[config.mk]
export PLATFORM = sky130hd
export DESIGN_NAME = axi_rd_sched_bus0
export DESIGN_NICKNAME = d
export VERILOG_FILES = /design/src/rtl/axi_rd_sched_bus0_pkg.sv /design/src/rtl/axi_rd_sched_bus0_rr_pick.sv /design/src/rtl/axi_rd_sched_bus0.sv
export SDC_FILE = /design/constraint.sdc
export NUM_CORES = 1
export LEC_CHECK = 0
export CORE_MARGIN = 5
export CORE_UTILIZATION = 40
export DETAILED_ROUTE_END_ITERATION = 10
export PLACE_DENSITY_LB_ADDON = 0.08
export SETUP_SLACK_MARGIN = 0.2
export SLEW_MARGIN = 0
export SYNTH_ARGS = -nofsm -noshare
export SYNTH_HDL_FRONTEND = slang
export SYNTH_SLANG_ARGS = --single-unit
[constraint.sdc]
create_clock -name i_clk -period 3.9 [get_ports i_clk]
set_input_delay 1.17 -clock i_clk [delete_from_list [all_inputs] [get_ports i_clk]]
set_output_delay 1.17 -clock i_clk [all_outputs]
set_load 0.02 [all_outputs]
[src/rtl/axi_rd_sched_bus0_pkg.sv]
// Shared types for the bus0 AXI read scheduler: FSM state encoding,
// the scheduler register bundle and its reset value.
package axi_rd_sched_bus0_pkg;

  // Storage widths sized for the largest supported configuration (7 masters).
  localparam int GNT_W = 7;
  localparam int IDX_W = 3;
  localparam int TMO_W = 32;

  localparam logic [1:0] S_IDLE = 2'd0;
  localparam logic [1:0] S_ADDR = 2'd1;
  localparam logic [1:0] S_DATA = 2'd2;

  typedef enum logic [1:0] {
    IDLE = S_IDLE,
    ADDR = S_ADDR,
    DATA = S_DATA
  } state_e;

  typedef struct packed {
    state_e             state;
    logic [GNT_W-1:0]   gnt;
    logic [IDX_W-1:0]   gnt_idx;
    logic [IDX_W-1:0]   last_idx;
    logic [TMO_W-1:0]   tmo_cnt;
  } regs_t;

  // Reset value: no grant (index == nmst) and pointer at nmst-1 so master 0 wins first.
  function automatic regs_t regs_rst(input int nmst);
    regs_t r;
    r.state    = IDLE;
    r.gnt      = '0;
    r.gnt_idx  = IDX_W'(nmst);
    r.last_idx = IDX_W'(nmst - 1);
    r.tmo_cnt  = '0;
    return r;
  endfunction

endpackage

[src/rtl/axi_rd_sched_bus0_rr_pick.sv]
// rr_pick_bus0: combinational rotate-and-find-first. Searches req_i upward
// starting at (ptr_i+1) mod NMST, wrapping, and returns the first set index.
module rr_pick_bus0 #(
  parameter int NMST  = 4,
  parameter int IDX_W = 3
) (
  input  logic [NMST-1:0]  req_i,
  input  logic [IDX_W-1:0] ptr_i,
  output logic             found_o,
  output logic [IDX_W-1:0] idx_o
);

  localparam int PAD_W = 1 << IDX_W;
  localparam int SUM_W = IDX_W + 1;

  logic [PAD_W-1:0] req_pad;
  logic [SUM_W-1:0] cand;

  assign req_pad = PAD_W'(req_i);

  // Walk candidates in rotated order; the pointer wraps modulo NMST.
  always_comb begin
    found_o = 1'b0;
    idx_o   = '0;
    cand    = '0;
    for (int k = 1; k <= NMST; k++) begin
      cand = {1'b0, ptr_i} + SUM_W'(k);
      if (cand >= SUM_W'(NMST)) cand = cand - SUM_W'(NMST);
      if (!found_o && req_pad[cand[IDX_W-1:0]]) begin
        found_o = 1'b1;
        idx_o   = cand[IDX_W-1:0];
      end
    end
  end

endmodule

[src/rtl/axi_rd_sched_bus0.sv]
// Round-robin scheduler for the bus0 AXI read path. One master owns the read
// route from grant through its RLAST beat; priority then rotates.
// Optional watchdog in DATA enabled by `define AXI_RD_SCHED_TIMEOUT_EN.
module axi_rd_sched_bus0
  import axi_rd_sched_bus0_pkg::*;
#(
  parameter int NMST       = 4,
  parameter int MST_LOG2   = 3,
  parameter int TMO_CYCLES = 1023
) (
  input  logic                i_clk,
  input  logic                i_nrst,
  input  logic [NMST-1:0]     i_req,
  input  logic                i_ar_ready,
  input  logic                i_r_valid,
  input  logic                i_r_last,
  input  logic                i_r_ready,
  output logic [NMST-1:0]     o_gnt,
  output logic [MST_LOG2-1:0] o_gnt_idx,
  output logic                o_busy,
  output logic                o_timeout
);

  localparam int    PAD_W    = 1 << IDX_W;
  localparam regs_t REGS_RST = regs_rst(NMST);

  regs_t            r_q, r_d;
  logic             busy_q, busy_d;
  logic             pick_found;
  logic [IDX_W-1:0] pick_idx;
  logic [PAD_W-1:0] req_pad;
  logic             req_gnt;
  logic             beat;
  logic             tmo_fire;

  rr_pick_bus0 #(
    .NMST  (NMST),
    .IDX_W (IDX_W)
  ) u_pick (
    .req_i   (i_req),
    .ptr_i   (r_q.last_idx),
    .found_o (pick_found),
    .idx_o   (pick_idx)
  );

  assign req_pad = PAD_W'(i_req);
  assign req_gnt = req_pad[r_q.gnt_idx];
  assign beat    = i_r_valid & i_r_ready;

  // Next-state logic for the grant FSM and the DATA-phase watchdog.
  always_comb begin
    r_d      = r_q;
    tmo_fire = 1'b0;
    case (r_q.state)
      IDLE: begin
        if (pick_found) begin
          r_d.state   = ADDR;
          r_d.gnt     = GNT_W'(1) << pick_idx;
          r_d.gnt_idx = pick_idx;
        end
      end
      ADDR: begin
        // A master withdrawing ARVALID before the handshake forfeits the grant
        // without moving the pointer.
        if (!req_gnt) begin
          r_d.state   = IDLE;
          r_d.gnt     = '0;
          r_d.gnt_idx = IDX_W'(NMST);
        end else if (i_ar_ready) begin
          r_d.state   = DATA;
          r_d.tmo_cnt = '0;
        end
      end
      DATA: begin
        if (beat) begin
          r_d.tmo_cnt = '0;
          if (i_r_last) begin
            r_d.state    = IDLE;
            r_d.last_idx = r_q.gnt_idx;
            r_d.gnt      = '0;
            r_d.gnt_idx  = IDX_W'(NMST);
          end
        end
`ifdef AXI_RD_SCHED_TIMEOUT_EN
        else if (r_q.tmo_cnt == TMO_W'(TMO_CYCLES - 1)) begin
          // Stalled slave: abort the burst and rotate as if it completed.
          tmo_fire     = 1'b1;
          r_d.state    = IDLE;
          r_d.last_idx = r_q.gnt_idx;
          r_d.gnt      = '0;
          r_d.gnt_idx  = IDX_W'(NMST);
          r_d.tmo_cnt  = '0;
        end else begin
          r_d.tmo_cnt = r_q.tmo_cnt + TMO_W'(1);
        end
`endif
      end
      default: r_d = REGS_RST;
    endcase
    busy_d = (r_d.state != IDLE);
  end

  // Scheduler state registers with asynchronous reset.
  always_ff @(posedge i_clk or negedge i_nrst) begin
    if (!i_nrst) begin
      r_q    <= REGS_RST;
      busy_q <= 1'b0;
    end else begin
      r_q    <= r_d;
      busy_q <= busy_d;
    end
  end

`ifdef AXI_RD_SCHED_TIMEOUT_EN
  logic tmo_q;

  // One-cycle abort pulse, registered alongside the grant clear.
  always_ff @(posedge i_clk or negedge i_nrst) begin
    if (!i_nrst) tmo_q <= 1'b0;
    else         tmo_q <= tmo_fire;
  end

  assign o_timeout = tmo_q;
`else
  logic unused_tmo;
  assign unused_tmo = tmo_fire;
  assign o_timeout  = 1'b0;
`endif

  assign o_gnt     = r_q.gnt[NMST-1:0];
  assign o_gnt_idx = MST_LOG2'(r_q.gnt_idx);
  assign o_busy    = busy_q;

endmodule
# After elaboration in Yosys (flattened, before gate mapping)

Cells that the tools add are included.

Input port bits: 10
Flip-flop bits (word level): 13
Output and inout bits: 9
Word-level logic and storage cells: 72

Bitwise operators: 2
Reductions and logical operators: 11
$add $sub $neg: 8
Equal/unequal tests: 6
Magnitude comparators: 9
Muxes and demuxes: 30
Shifts and indexed selects: 1

Operators by type and width:

| kind                                                                         | number |
|---|---|
| 47-bit 2-to-1 mux                                                            | 1 |
| 12-bit case mux with 3 select lines                                          | 1 |
| 3-bit 2-to-1 mux                                                             | 8 |
| 3-bit by 4-bit less-than comparator with 1-bit output, second input constant | 5 |
| 4-bit by 3-bit >= comparator with 1-bit output, second input constant        | 4 |
| 1-bit binary-select mux with 3-bit select                                    | 5 |
| 15-bit 2-to-1 mux                                                            | 1 |
| 12-bit 2-to-1 mux                                                            | 1 |
| 3-bit subtractor, second input constant                                      | 4 |
| 10-bit 2-to-1 mux                                                            | 1 |
| 1-bit 2-to-1 mux                                                             | 9 |
| 3-bit by 2-bit adder with 4-bit output, second input constant                | 2 |
| 2-bit != test, second input constant                                         | 4 |
| 1-bit by 3-bit left shift with 7-bit output, first input constant            | 1 |
| 3-bit case mux with 2 select lines                                           | 1 |
| 3-bit by 1-bit adder with 4-bit output, second input constant                | 1 |
| 3-bit by 3-bit adder with 4-bit output, second input constant                | 1 |
| 2-bit 2-to-1 mux                                                             | 2 |
| 4-bit AND reduction                                                          | 1 |
| 1-bit logical AND                                                            | 3 |
| 1-bit zero test                                                              | 3 |
| 3-bit AND reduction                                                          | 1 |
| 2-bit by 1-bit equality test with 1-bit output, second input constant        | 1 |
| 2-bit equality test, second input constant                                   | 1 |
| other kinds (5)                                                              | 5 |

# Logic depth before layout (Yosys ltp)

Gate-level depths: netlist (run 1).

Depth in word-level cells: 19
Depth in mapped cells: 8
Depth with buffers taken out: 7

# Cells and area by module

From an unflattened synthesis (run 1), not the netlist that was laid out.

Cell total of the unflattened synthesis: 117
Area, all modules: 1061.0 µm²

By module, submodules not included:

| module            | cells each | instances | area each (µm²) | sequential area each (µm²) |
|---|---|---|---|---|
| axi_rd_sched_bus0 | 72         | 1         | 740.7           | 329.1 |
| rr_pick_bus0      | 45         | 1         | 320.3           | 0.0 |

# Worst setup path after synthesis (run 1)

Ideal clock, no wire load.

Path type: reg2reg
From: register r_q[32] (netlist name)
To: register r_q, in the netlist o_gnt[0]
Data arrival time: 2.590 ns
Slack: 1.189 ns
Required time: 3.779 ns
Setup time: 0.121 ns
Buffers on the path: 1
Period minus slack after synthesis: 2.711 ns
Stages on the path, launching flop included: 9
Cell sequence: dfstp_2 buf_6 inv_1 ha_1 mux4_2 or4b_1 a21boi_2 nor3_1 a22o_1

Word-level cells in the longest chain between the ends: 18
Elaborated cells between the ends (all ways): 43
Classes of those cells: 8 x add/sub; 4 x order compare; 1 x eq/ne; 1 x shift; 22 x mux; 7 x reduce/logical

RTL lines:

| what                                                                                      | RTL line                        | text |
|---|---|---|
| start, declared                                                                           | axi_rd_sched_bus0.sv:27         | `regs_t r_q, r_d;` |
| start signal, assigned                                                                    | axi_rd_sched_bus0.sv:109        | `r_q <= r_d;` |
| 3-bit by 1-bit adder with 4-bit output                                                    | axi_rd_sched_bus0_rr_pick.sv:27 | `cand = {1'b0, ptr_i} + SUM_W'(k);` |
| 4-bit by 3-bit >= comparator with 1-bit output / 3-bit subtractor (equally long branches) | axi_rd_sched_bus0_rr_pick.sv:28 | `if (cand >= SUM_W'(NMST)) cand = cand - SUM_W'(NMST);` |
| 3-bit 2-to-1 mux                                                                          | axi_rd_sched_bus0_rr_pick.sv:28 |  |
| 1-bit binary-select mux with 3-bit select                                                 | axi_rd_sched_bus0_rr_pick.sv:29 | `if (!found_o && req_pad[cand[IDX_W-1:0]]) begin` |
| 1-bit 2-to-1 mux (implied by the code)                                                    | axi_rd_sched_bus0_rr_pick.sv:29 |  |
| 1-bit 2-to-1 mux                                                                          | axi_rd_sched_bus0_rr_pick.sv:29 |  |
| 1-bit zero test                                                                           | axi_rd_sched_bus0_rr_pick.sv:29 |  |
| 1-bit logical AND                                                                         | axi_rd_sched_bus0_rr_pick.sv:29 |  |
| (+2 left out)                                                                             | -                               |  |
| 1-bit logical AND                                                                         | axi_rd_sched_bus0_rr_pick.sv:29 |  |
| 1-bit 2-to-1 mux                                                                          | axi_rd_sched_bus0_rr_pick.sv:29 |  |
| 1-bit zero test                                                                           | axi_rd_sched_bus0_rr_pick.sv:29 |  |
| 1-bit logical AND                                                                         | axi_rd_sched_bus0_rr_pick.sv:29 |  |
| 3-bit 2-to-1 mux                                                                          | axi_rd_sched_bus0_rr_pick.sv:29 |  |
| 1-bit by 3-bit left shift with 7-bit output                                               | axi_rd_sched_bus0.sv:58         | `r_d.gnt = GNT_W'(1) << pick_idx;` |
| 12-bit 2-to-1 mux                                                                         | axi_rd_sched_bus0.sv:56         | `if (pick_found) begin` |
| 12-bit case mux with 3 select lines                                                       | axi_rd_sched_bus0.sv:54         | `case (r_q.state)` |

Parallel ways exist; a longest one is shown, timed or not. The select of a mux whose other input is x is not followed.
A chain may end at the register's enable or synchronous reset.

# Final worst setup path (run 1)

From: input i_req[3]
To: register r_q, in the netlist o_gnt_idx[1]

Word-level cells in the longest chain between the ends: 14
Elaborated cells between the ends (all ways): 29
Classes of those cells: 2 x eq/ne; 20 x mux; 7 x reduce/logical

RTL lines:

| what                                                                              | RTL line                        | text |
|---|---|---|
| start, declared                                                                   | axi_rd_sched_bus0.sv:13         | `input logic [NMST-1:0] i_req,` |
| 1-bit binary-select mux with 3-bit select                                         | axi_rd_sched_bus0_rr_pick.sv:29 |  |
| 1-bit 2-to-1 mux (implied by the code)                                            | axi_rd_sched_bus0_rr_pick.sv:29 |  |
| 1-bit 2-to-1 mux                                                                  | axi_rd_sched_bus0_rr_pick.sv:29 |  |
| 1-bit zero test                                                                   | axi_rd_sched_bus0_rr_pick.sv:29 |  |
| 1-bit logical AND                                                                 | axi_rd_sched_bus0_rr_pick.sv:29 |  |
| 1-bit 2-to-1 mux                                                                  | axi_rd_sched_bus0_rr_pick.sv:29 |  |
| 1-bit zero test                                                                   | axi_rd_sched_bus0_rr_pick.sv:29 |  |
| 1-bit logical AND                                                                 | axi_rd_sched_bus0_rr_pick.sv:29 |  |
| 1-bit 2-to-1 mux                                                                  | axi_rd_sched_bus0_rr_pick.sv:29 |  |
| 1-bit zero test                                                                   | axi_rd_sched_bus0_rr_pick.sv:29 |  |
| 1-bit logical AND                                                                 | axi_rd_sched_bus0_rr_pick.sv:29 |  |
| 3-bit 2-to-1 mux / 1-bit 2-to-1 mux (equally long branches)                       | axi_rd_sched_bus0_rr_pick.sv:29 |  |
| 12-bit 2-to-1 mux / 2-bit != test (equally long branches)                         | -                               |  |
| 12-bit case mux with 3 select lines / 4-bit AND reduction (equally long branches) | -                               |  |

Parallel ways exist; a longest one is shown, timed or not. The select of a mux whose other input is x is not followed.

==> results of run 1 <==
-- layer usage --
metal | track usage | share of wire
met1 | 0.140 | 0.43
met2 | 0.198 | 0.50
met3 | 0.0490 | 0.061
met5 | 0 | 0
met4 | 0.0199 | 0.0048
-- cell usage in the layout, fill, tap and decap left out, types with 2 or more instances in the layout --
| cell | Yosys | final |
|---|---|---|
| a22o_1 | 3 | 3 |
| a31oi_1 | 2 | 2 |
| clkbuf_4 | 0 | 3 |
| clkdlybuf4s50_1 | 0 | 17 |
| dfrtp_1 | 10 | 10 |
| dfstp_2 | 3 | 3 |
| ha_1 | 2 | 2 |
| inv_1 | 5 | 5 |
| mux2_2 | 3 | 3 |
| mux4_2 | 3 | 3 |
| nand2_1 | 6 | 6 |
| nand3_1 | 3 | 3 |
| nand4_1 | 2 | 2 |
| nor2b_1 | 3 | 3 |
| o21ai_0 | 2 | 2 |
| o22a_1 | 3 | 3 |
| o22ai_1 | 2 | 2 |
| o2bb2ai_1 | 3 | 3 |
-- flip-flops by register name, summed over array words and instances (netlist names) --
name	count
o_gnt	4
o_gnt_idx	3
r_q	5
o_busy	1
-- cells in the mapped netlist (2+ instances only) --
master,count,share of area
a22o_1,3,0.029
mux4_2,3,0.074
nand2_1,6,0.025
o22a_1,3,0.029
inv_1,5,0.020
ha_1,2,0.027
nor2b_1,3,0.020
o21ai_0,2,0.011
o22ai_1,2,0.014
a31oi_1,2,0.014
nand3_1,3,0.016
nand4_1,2,0.014
dfrtp_1,10,0.27
buf_4,8,0.065
dfstp_2,3,0.086
o2bb2ai_1,3,0.029
mux2_2,3,0.037
-- cells by family (layout without fill, tap and decap cells) --
group / Yosys count / in the layout / synth area share
buf+inv: 14 / 26 / 0.0981
flops: 13 / 13 / 0.358
compound gates: 26 / 26 / 0.229
fa+ha+maj: 2 / 2 / 0.0272
mux: 9 / 9 / 0.166
other cells: 1 / 1 / 0.00408
simple gates: 20 / 20 / 0.117
-- power breakdown --
part	total (W)	internal, W	switching [W]
Sequential	0.000253	0.000196	0.0000569
Combinational	0.000462	0.000226	0.000236
Clock	0.0000813	0.0000396	0.0000416
-- worst paths after layout --
kind,from,end,slack (ps),depth (start not counted)
max,i_req[3],o_gnt_idx[1]$_DFFE_PN0P_,820,6
min in group asynchronous,i_nrst,o_gnt[1]$_DFFE_PN0P_,1250,1
min,o_gnt[3]$_DFFE_PN0P_,o_gnt[3]$_DFFE_PN0P_,510,1
min reg2reg,o_gnt[3]$_DFFE_PN0P_,o_gnt[3]$_DFFE_PN0P_,510,1
max reg2reg,r_q[32]$_DFFE_PN1P_,o_gnt[0]$_DFFE_PN0P_,1040,7
max in group asynchronous,i_nrst,r_q[32]$_DFFE_PN1P_,2270,1
-- cell type report --
| class | instances | area [µm²] |
|---|---|---|
| clock buffers | 4 | 26.3 |
| fillers | 208 | 1130 |
| repair buffers | 17 | 170 |
| multi-input cells | 58 | 499 |
| inverters | 5 | 18.8 |
| well taps | 28 | 35.0 |
| flip-flops and latches | 13 | 329 |
-- worst register-to-register path, stage by stage (launching register included) --
cell and delay [ps]:
dfstp_2 720, inv_1 90, ha_1 400, mux4_2 560
or4b_1 540, a21boi_2 170, nor3_1 80, a22o_1 200
-- stage by stage --
step | hold slack (ps) | util
4_1_cts | 514 | 0.488
3_3_place_gp | 488 | 0.476
6_report | 506 | 0.488
5_1_grt | 526 | 0.488
2_1_floorplan | 457 | -
3_5_place_dp | 491 | 0.476
==> impl_metrics.csv, run 1 <==
group,metric,value,unit
run,cap_violations,0,
synthesis,synth_ff_type,"dfrtp_1",
critical_path,cp_num_buf_inv,1,
die,die_area,3350,µm²
clock_tree,clock_path_buffers,2,
synthesis,synthArstFlopShare,1.00,
sta,setup_violations,0,
sta,fin_crit,3080,ps
cells_and_area,n_antenna_cell,0,
clock_tree,clkSlewWorstSetupHoldPaths,80,ps
cells_and_area,fin_nets,110,
clock_tree,post_cts_buffers,0,
die,die_w,57.9,µm
grt,antenna_found_initial,0,
place,placed_area,1050,µm²
sta,post-route-period-util,0.789,
sta,rsz0062_at_grt,"false",
die,initial_core_util,0.415,
clock_tree,cts-root-buf,"clkbuf_4",
hold_path,hold_path.class,"reg2reg",
place,dp_cells,121,
die,ios,19,
critical_path,path_class,"in2reg",
critical_path,startpoint_type,"input port",
critical_path,critPathTopFamily,"compound AO/OA/AOI/OAI gates",
place,globalplace.congestion,0.787,
clock_tree,cts_tree,"built",
sta,tightest_slew,557,ps
sta,finalSetupTns,0,ps
synthesis,synth_nets,97,
synthesis,syn-cell-area,918,µm²
sta,fin_ws,821,ps
die,core_area,2210,µm²
critical_path,cp.required,4070,ps
die,rows,17,
sta,max_slew_margin,0.628,
critical_path,slowest_stage,"clkdlybuf4s50_1",
cells_and_area,post-route-cell-area,1080,µm²
grt,grt.total_usage,0.117,
cells_and_area,area_growth,17.4,%
sta,maxSlewViolCount,0,
synthesis,ys_ff_latch,13,
synthesis,synth_warnings,0,
grt,grt_pass1_wl,3030,µm
place,io_buffers,17,
clock_tree,numCtsBuffers,3,
detailed_routing,ant_nets,0,
place,dp_hpwl,1450,µm
grt,grt_max_degree,16,
sta,fin_skew,1.96,ps
detailed_routing,drcViolationCount,0,
die,die_h,57.9,µm
clock_tree,cts_sinks,13,
detailed_routing,wl,1880,µm
critical_path,cp_slowest_stage_delay,510,ps
cells_and_area,layout-drive-gt1-share,0.175,
synthesis,syn_avg_cell_area,10.8,µm²
detailed_routing,via_per_inst,5.66,
place,place_ws,519,ps
clock_tree,ctsHoldBuffers,0,
cells_and_area,finalNonFillerCells,125,
detailed_routing,vias,707,
run_status,status,"finished clean",
power,power,0.000796,W
detailed_routing,wl_per_cell,15.0,µm
clock_tree,cts_resized,0,
critical_path,arrival,3250,ps
critical_path,worstPathCellList,"clkdlybuf4s50_1 -> mux4_2 -> a222oi_1 -> a31o_2 -> o21bai_1 -> a21bo_1",
sta,hold_viol,0,
clock_tree,clkLatencyLatePin,270,ps
clock_tree,htree_levels,1,
power,p_per_area,738,nW/µm²
power,ir_drop,430,µV
detailed_routing,drt_first_pass_iters,4,
synthesis,synth_edf_count,0,
synthesis,ys_types,39,
synthesis,syn_inst,85,
detailed_routing,initialDrtViolationCount,13,
sta,fmax,0.325,GHz
grt,grt_pass1_vias,690,
power,leakage,0.463,nW
critical_path,crit_path_max_fanout,7,
grt,gr-total-overflow,0,
synthesis,ys_seq_area_frac,0.358,
critical_path,cp-end-kind,"register",
No activity file was read; power rests on OpenSTA's default activity.
==> run 2: changes to the inputs <==
clock period = 2.8 ns   (was 3.9 ns; I/O delays follow)
==> impl_metrics.csv, run 2 (synthesized netlist as in run 1, its figures left out) <==
group,metric,value,unit
cells_and_area,multi_input_area,529,µm²
critical_path,crit_path_max_fanout,5,
sta,max_slew_margin,0.606,
hold_path,holdPathStages,1,
sta,post-route-period-util,0.894,
die,ios,19,
place,dp_hpwl,1590,µm
die,die_w,57.9,µm
sta,fmax,0.400,GHz
sta,holdWs,495,ps
grt,grt_max_degree,15,
critical_path,endpoint,"o_gnt[1]$_DFFE_PN0P_",
critical_path,slowest_stage,"or4b_1",
critical_path,cp_num_cells,7,
place,globalplace.congestion,0.816,
power,p_per_area,1060,nW/µm²
sta,hold_viol,0,
critical_path,cp_num_buf_inv,1,
power,ir_drop,559,µV
detailed_routing,wl,2090,µm
clock_tree,clkLatencyLatePin,280,ps
cells_and_area,area_growth,30.0,%
power,p_seq_frac,0.259,
clock_tree,ctsHoldBuffers,0,
detailed_routing,drt_first_pass_iters,4,
clock_tree,cts_tree,"built",
clock_tree,clock_path_buffers,2,
power,pwr-share-comb,0.648,
cells_and_area,regArea,329,µm²
cells_and_area,n_antenna_cell,0,
critical_path,r2r_slack,300,ps
die,initial_core_util,0.415,
critical_path,cp.required,2970,ps
power,power,0.00126,W
sta,fin_crit,2500,ps
hold_path,hold_path.class,"reg2reg",
grt,grt_pass1_vias,769,
clock_tree,clkSlewWorstSetupHoldPaths,80,ps
power,p_sw,0.000514,W
sta,tightest_slew,590,ps
cells_and_area,fin_nets,122,
detailed_routing,wl_per_cell,15.3,µm
cells_and_area,mostFrequentLayoutCells,"clkdlybuf4s50_1, buf_4, dfrtp_1",
detailed_routing,drcViolationCount,0,
power,leakage,0.516,nW
die,core_area,2210,µm²
cells_and_area,largest_register_ffs,5,
grt,antenna_found_initial,0,
clock_tree,numCtsBuffers,3,
power,clock_power_share,0.093,
grt,grt.total_usage,0.140,
power,power_switching_share,0.407,
grt,grt_pass1_wl,3610,µm
detailed_routing,via_per_inst,5.56,
cells_and_area,final_common_cell,"clkdlybuf4s50_1",
critical_path,reg2reg_depth,7,
run,cap_violations,0,
clock_tree,htree_levels,1,
critical_path,arrival,2670,ps
detailed_routing,vias,762,
grt,gr-total-overflow,0,
cells_and_area,fillers,208,
power,p_int,0.000748,W
critical_path,critPathTopFamily,"simple AND/OR/NAND/NOR gates",
sta,setup_violations,0,
sta,maxSlewViolCount,0,
critical_path,cp-end-kind,"register",
sta,rsz0062_at_grt,"false",
detailed_routing,initialDrtViolationCount,18,
clock_tree,cts_sinks,13,
place,dp_cells,131,
die,die_h,57.9,µm
clock_tree,cts-root-buf,"clkbuf_4",
critical_path,worstPathCellList,"inv_2 -> ha_4 -> mux4_2 -> or4b_1 -> a21boi_2 -> nor3_2 -> a22o_1",
place,io_buffers,17,
critical_path,critPathLaunch,"r_q[33]$_DFFE_PN1P_",
critical_path,r2r-end,"o_gnt[1]$_DFFE_PN0P_",
critical_path,reg2reg_from,"r_q[33]$_DFFE_PN1P_",
critical_path,path_class,"reg2reg",
critical_path,cp_slowest_stage_delay,550,ps
die,die_area,3350,µm²
detailed_routing,ant_nets,0,
run_status,status,"finished clean",
sta,fin_skew,3.50,ps
critical_path,startpoint_type,"register",
cells_and_area,largest-register,"r_q",
cells_and_area,layout-drive-gt1-share,0.312,
die,rows,17,
cells_and_area,finalNonFillerCells,137,
-- run 2: stage by stage --
| stage | area (µm²) | worst slack [ps] | util | TNS (ps) |
|---|---|---|---|---|
| 2_1_floorplan | 936 | 196 | - | 0 |
| 3_3_place_gp | 1140 | -158 | 0.518 | -1160 |
| 3_5_place_dp | 1140 | -174 | 0.518 | -1170 |
| 4_1_cts | 1170 | 207 | 0.531 | 0 |
| 5_1_grt | 1190 | 214 | 0.540 | 0 |
| 6_report | 1190 | 297 | 0.540 | 0 |
-- run 2: worst min path at each step --
| stage | from | end | slack (ps) |
|---|---|---|---|
| finish | o_gnt[3]$_DFFE_PN0P_ | o_gnt[3]$_DFFE_PN0P_ | 500 |
| global route | o_gnt[2]$_DFFE_PN0P_ | o_gnt[2]$_DFFE_PN0P_ | 530 |
| CTS | o_gnt[2]$_DFFE_PN0P_ | o_gnt[2]$_DFFE_PN0P_ | 510 |
| detailed placement | o_gnt[3]$_DFFE_PN0P_ | o_gnt[3]$_DFFE_PN0P_ | 480 |
| global placement | o_gnt[2]$_DFFE_PN0P_ | o_gnt[2]$_DFFE_PN0P_ | 480 |
| floorplan | o_gnt[2]$_DFFE_PN0P_ | o_gnt[2]$_DFFE_PN0P_ | 460 |
-- run 2: timing repair --
item | CTS | global route
pin swaps | 2 | 3
setup buffers | 0 | 2
resized for setup | 5 | 2
endpoints found under the hold margin | 0 | 0
endpoints found under the setup margin | 7 | 5
-- run 2: power groups by stage --
stage / Sequential, W / Combinational, W / Clock (W)
after floorplan: 0.000334 / 0.000544 / 0
after global placement: 0.000330 / 0.000773 / 0
after detailed placement: 0.000328 / 0.000775 / 0
after CTS: 0.000326 / 0.000794 / 0.000122
after global routing: 0.000338 / 0.000893 / 0.000134
final: 0.000327 / 0.000817 / 0.000117
-- run 2: area by class of cell --
cell class	instances	area share
clock buffers	4	0.0220
repair buffers	29	0.214
well taps	28	0.0294
multi-input cells	58	0.443
flip-flops and latches	13	0.276
inverters	5	0.0157
-- run 2: layer usage --
metal,GRT usage,wire [µm],vias up
li1,-,-,371
met1,0.192,1020,370
met2,0.213,953,17
met3,0.0267,91,4
met4,0.0596,26,0
met5,0,0,-
==> run 3: changes to the inputs <==
CORE_UTILIZATION = 45   (was 40)
==> impl_metrics.csv, run 3 (synthesized netlist as in run 1, its figures left out) <==
group,metric,value,unit
cells_and_area,final_common_cell,"buf_4",
detailed_routing,ant_nets,0,
detailed_routing,via_per_inst,5.41,
cells_and_area,regArea,329,µm²
cells_and_area,fillers,177,
critical_path,cp.required,2960,ps
clock_tree,numCtsBuffers,3,
power,ir_drop,579,µV
hold_path,hold_start,"o_gnt[3]$_DFFE_PN0P_",
die,core_area,1960,µm²
hold_path,min_to,"o_gnt[3]$_DFFE_PN0P_",
sta,maxSlewViolCount,0,
hold_path,holdPathStages,1,
cells_and_area,area_growth,32.7,%
clock_tree,htree_levels,1,
cells_and_area,largest-register,"r_q",
power,p_per_area,1030,nW/µm²
place,globalplace.congestion,0.838,
clock_tree,cts-root-buf,"clkbuf_4",
critical_path,crit_path_max_fanout,5,
detailed_routing,initialDrtViolationCount,19,
detailed_routing,vias,746,
grt,gr-total-overflow,0,
critical_path,r2r_slack,300,ps
cells_and_area,largest_register_ffs,5,
cells_and_area,n_antenna_cell,0,
grt,grt_pass1_vias,752,
grt,grt_max_degree,15,
cells_and_area,mostFrequentLayoutCells,"buf_4, clkdlybuf4s50_1, dfrtp_1",
sta,fin_skew,2.55,ps
power,power_switching_share,0.404,
die,die_area,3040,µm²
sta,fin_ws,298,ps
hold_path,hold_path.class,"reg2reg",
run_status,status,"finished clean",
detailed_routing,drcViolationCount,0,
sta,max_slew_margin,0.608,
sta,setup_violations,0,
sta,hold_viol,0,
cells_and_area,multi_input_area,541,µm²
die,die_h,55.2,µm
die,rows,16,
clock_tree,clkLatencyLatePin,270,ps
power,p_seq_frac,0.264,
grt,grt.total_usage,0.162,
critical_path,reg2reg_from,"r_q[33]$_DFFE_PN1P_",
detailed_routing,wl_per_cell,14.6,µm
sta,fin_crit,2500,ps
clock_tree,cts_tree,"built",
power,p_int,0.000746,W
sta,tightest_slew,586,ps
power,clock_power_share,0.090,
clock_tree,clock_path_buffers,2,
clock_tree,cts_sinks,13,
critical_path,arrival,2660,ps
critical_path,reg2reg_depth,7,
sta,fmax,0.400,GHz
power,pwr-share-comb,0.645,
power,power,0.00125,W
clock_tree,clkSlewWorstSetupHoldPaths,80,ps
die,initial_core_util,0.468,
cells_and_area,layout-drive-gt1-share,0.333,
critical_path,cp-end-kind,"register",
cells_and_area,fin_nets,124,
power,leakage,0.531,nW
critical_path,path_class,"reg2reg",
clock_tree,ctsHoldBuffers,0,
critical_path,r2r-end,"o_gnt[0]$_DFFE_PN0P_",
grt,antenna_found_initial,0,
run,cap_violations,0,
die,ios,19,
place,dp_hpwl,1620,µm
power,p_sw,0.000505,W
sta,rsz0062_at_grt,"false",
place,place_ws,-145,ps
place,io_buffers,17,
die,die_w,55.2,µm
grt,grt_pass1_wl,3480,µm
detailed_routing,drt_first_pass_iters,4,
sta,post-route-period-util,0.894,
detailed_routing,wl,2010,µm
critical_path,startpoint_type,"register",
## run 3: cell count changes in the layout (fill, tap and decap cells not counted), sizes merged
cell / change
buf: +2
## run 3: area by class of cell
cell class                      instances  area share
Inverter                                5      0.0154
Tap cell                               27      0.0277
Clock buffer                            4      0.0216
Multi-Input combinational cell         58       0.444
Sequential cell                        13       0.270
Timing Repair Buffer                   31       0.222
## run 3: worst max-delay path, stage by stage (launching register included)
cell and delay [ps]:
dfstp_2 540, inv_2 70, ha_4 280, mux4_2 510, or4b_4 570, a21boi_4 190
nor3_2 70, a22o_1 180
## run 3: layer usage
layer	up-vias	part of all wire	global-route usage
met2	23	0.49	0.262
met4	0	0	0.0121
met5	-	0	0
met1	350	0.46	0.222
met3	0	0.050	0.0483
li1	373	-	-
## run 3: worst max-delay path by stage
stage	startpoint	end	slack, ps	cells past startpoint
3_3_place_gp	i_req[0]	o_gnt_idx[1]$_DFFE_PN0P_	-120	6
4_1_cts	r_q[33]$_DFFE_PN1P_	o_gnt_idx[1]$_DFFE_PN0P_	220	7
3_5_place_dp	i_req[2]	o_gnt[0]$_DFFE_PN0P_	-140	7
5_1_grt	r_q[33]$_DFFE_PN1P_	o_gnt[0]$_DFFE_PN0P_	200	7
6_report	r_q[33]$_DFFE_PN1P_	o_gnt[0]$_DFFE_PN0P_	300	7
2_1_floorplan	r_q[32]$_DFFE_PN1P_	o_gnt[0]$_DFFE_PN0P_	200	8
## run 3: what timing repair did
action                     in CTS  in global routing
setup buffers                   0                  1
setup endpoints to repair       7                  7
pin swaps                       4                  2
gates resized for setup         6                  4
## run 3: per-stage QoR
| step | TNS [ps] | instances | area [µm²] | util | hold slack, ps |
|---|---|---|---|---|---|
| finish | 0 | 138 | 1220 | 0.621 | 499 |
| global route | 0 | 138 | 1220 | 0.621 | 531 |
| CTS | 0 | 137 | 1200 | 0.612 | 501 |
| detailed placement | -836 | 133 | 1170 | 0.594 | 477 |
| global placement | -631 | 133 | 1170 | 0.594 | 480 |
| floorplan | 0 | 85 | 936 | - | 457 |
## run 3: power groups by stage
stage,Clock [W],Sequential (W),Combinational [W]
2_1_floorplan,0,0.000334,0.000544
3_3_place_gp,0,0.000331,0.000757
3_5_place_dp,0,0.000332,0.000763
4_1_cts,0.000119,0.000330,0.000784
5_1_grt,0.000130,0.000343,0.000895
6_report,0.000113,0.000331,0.000808
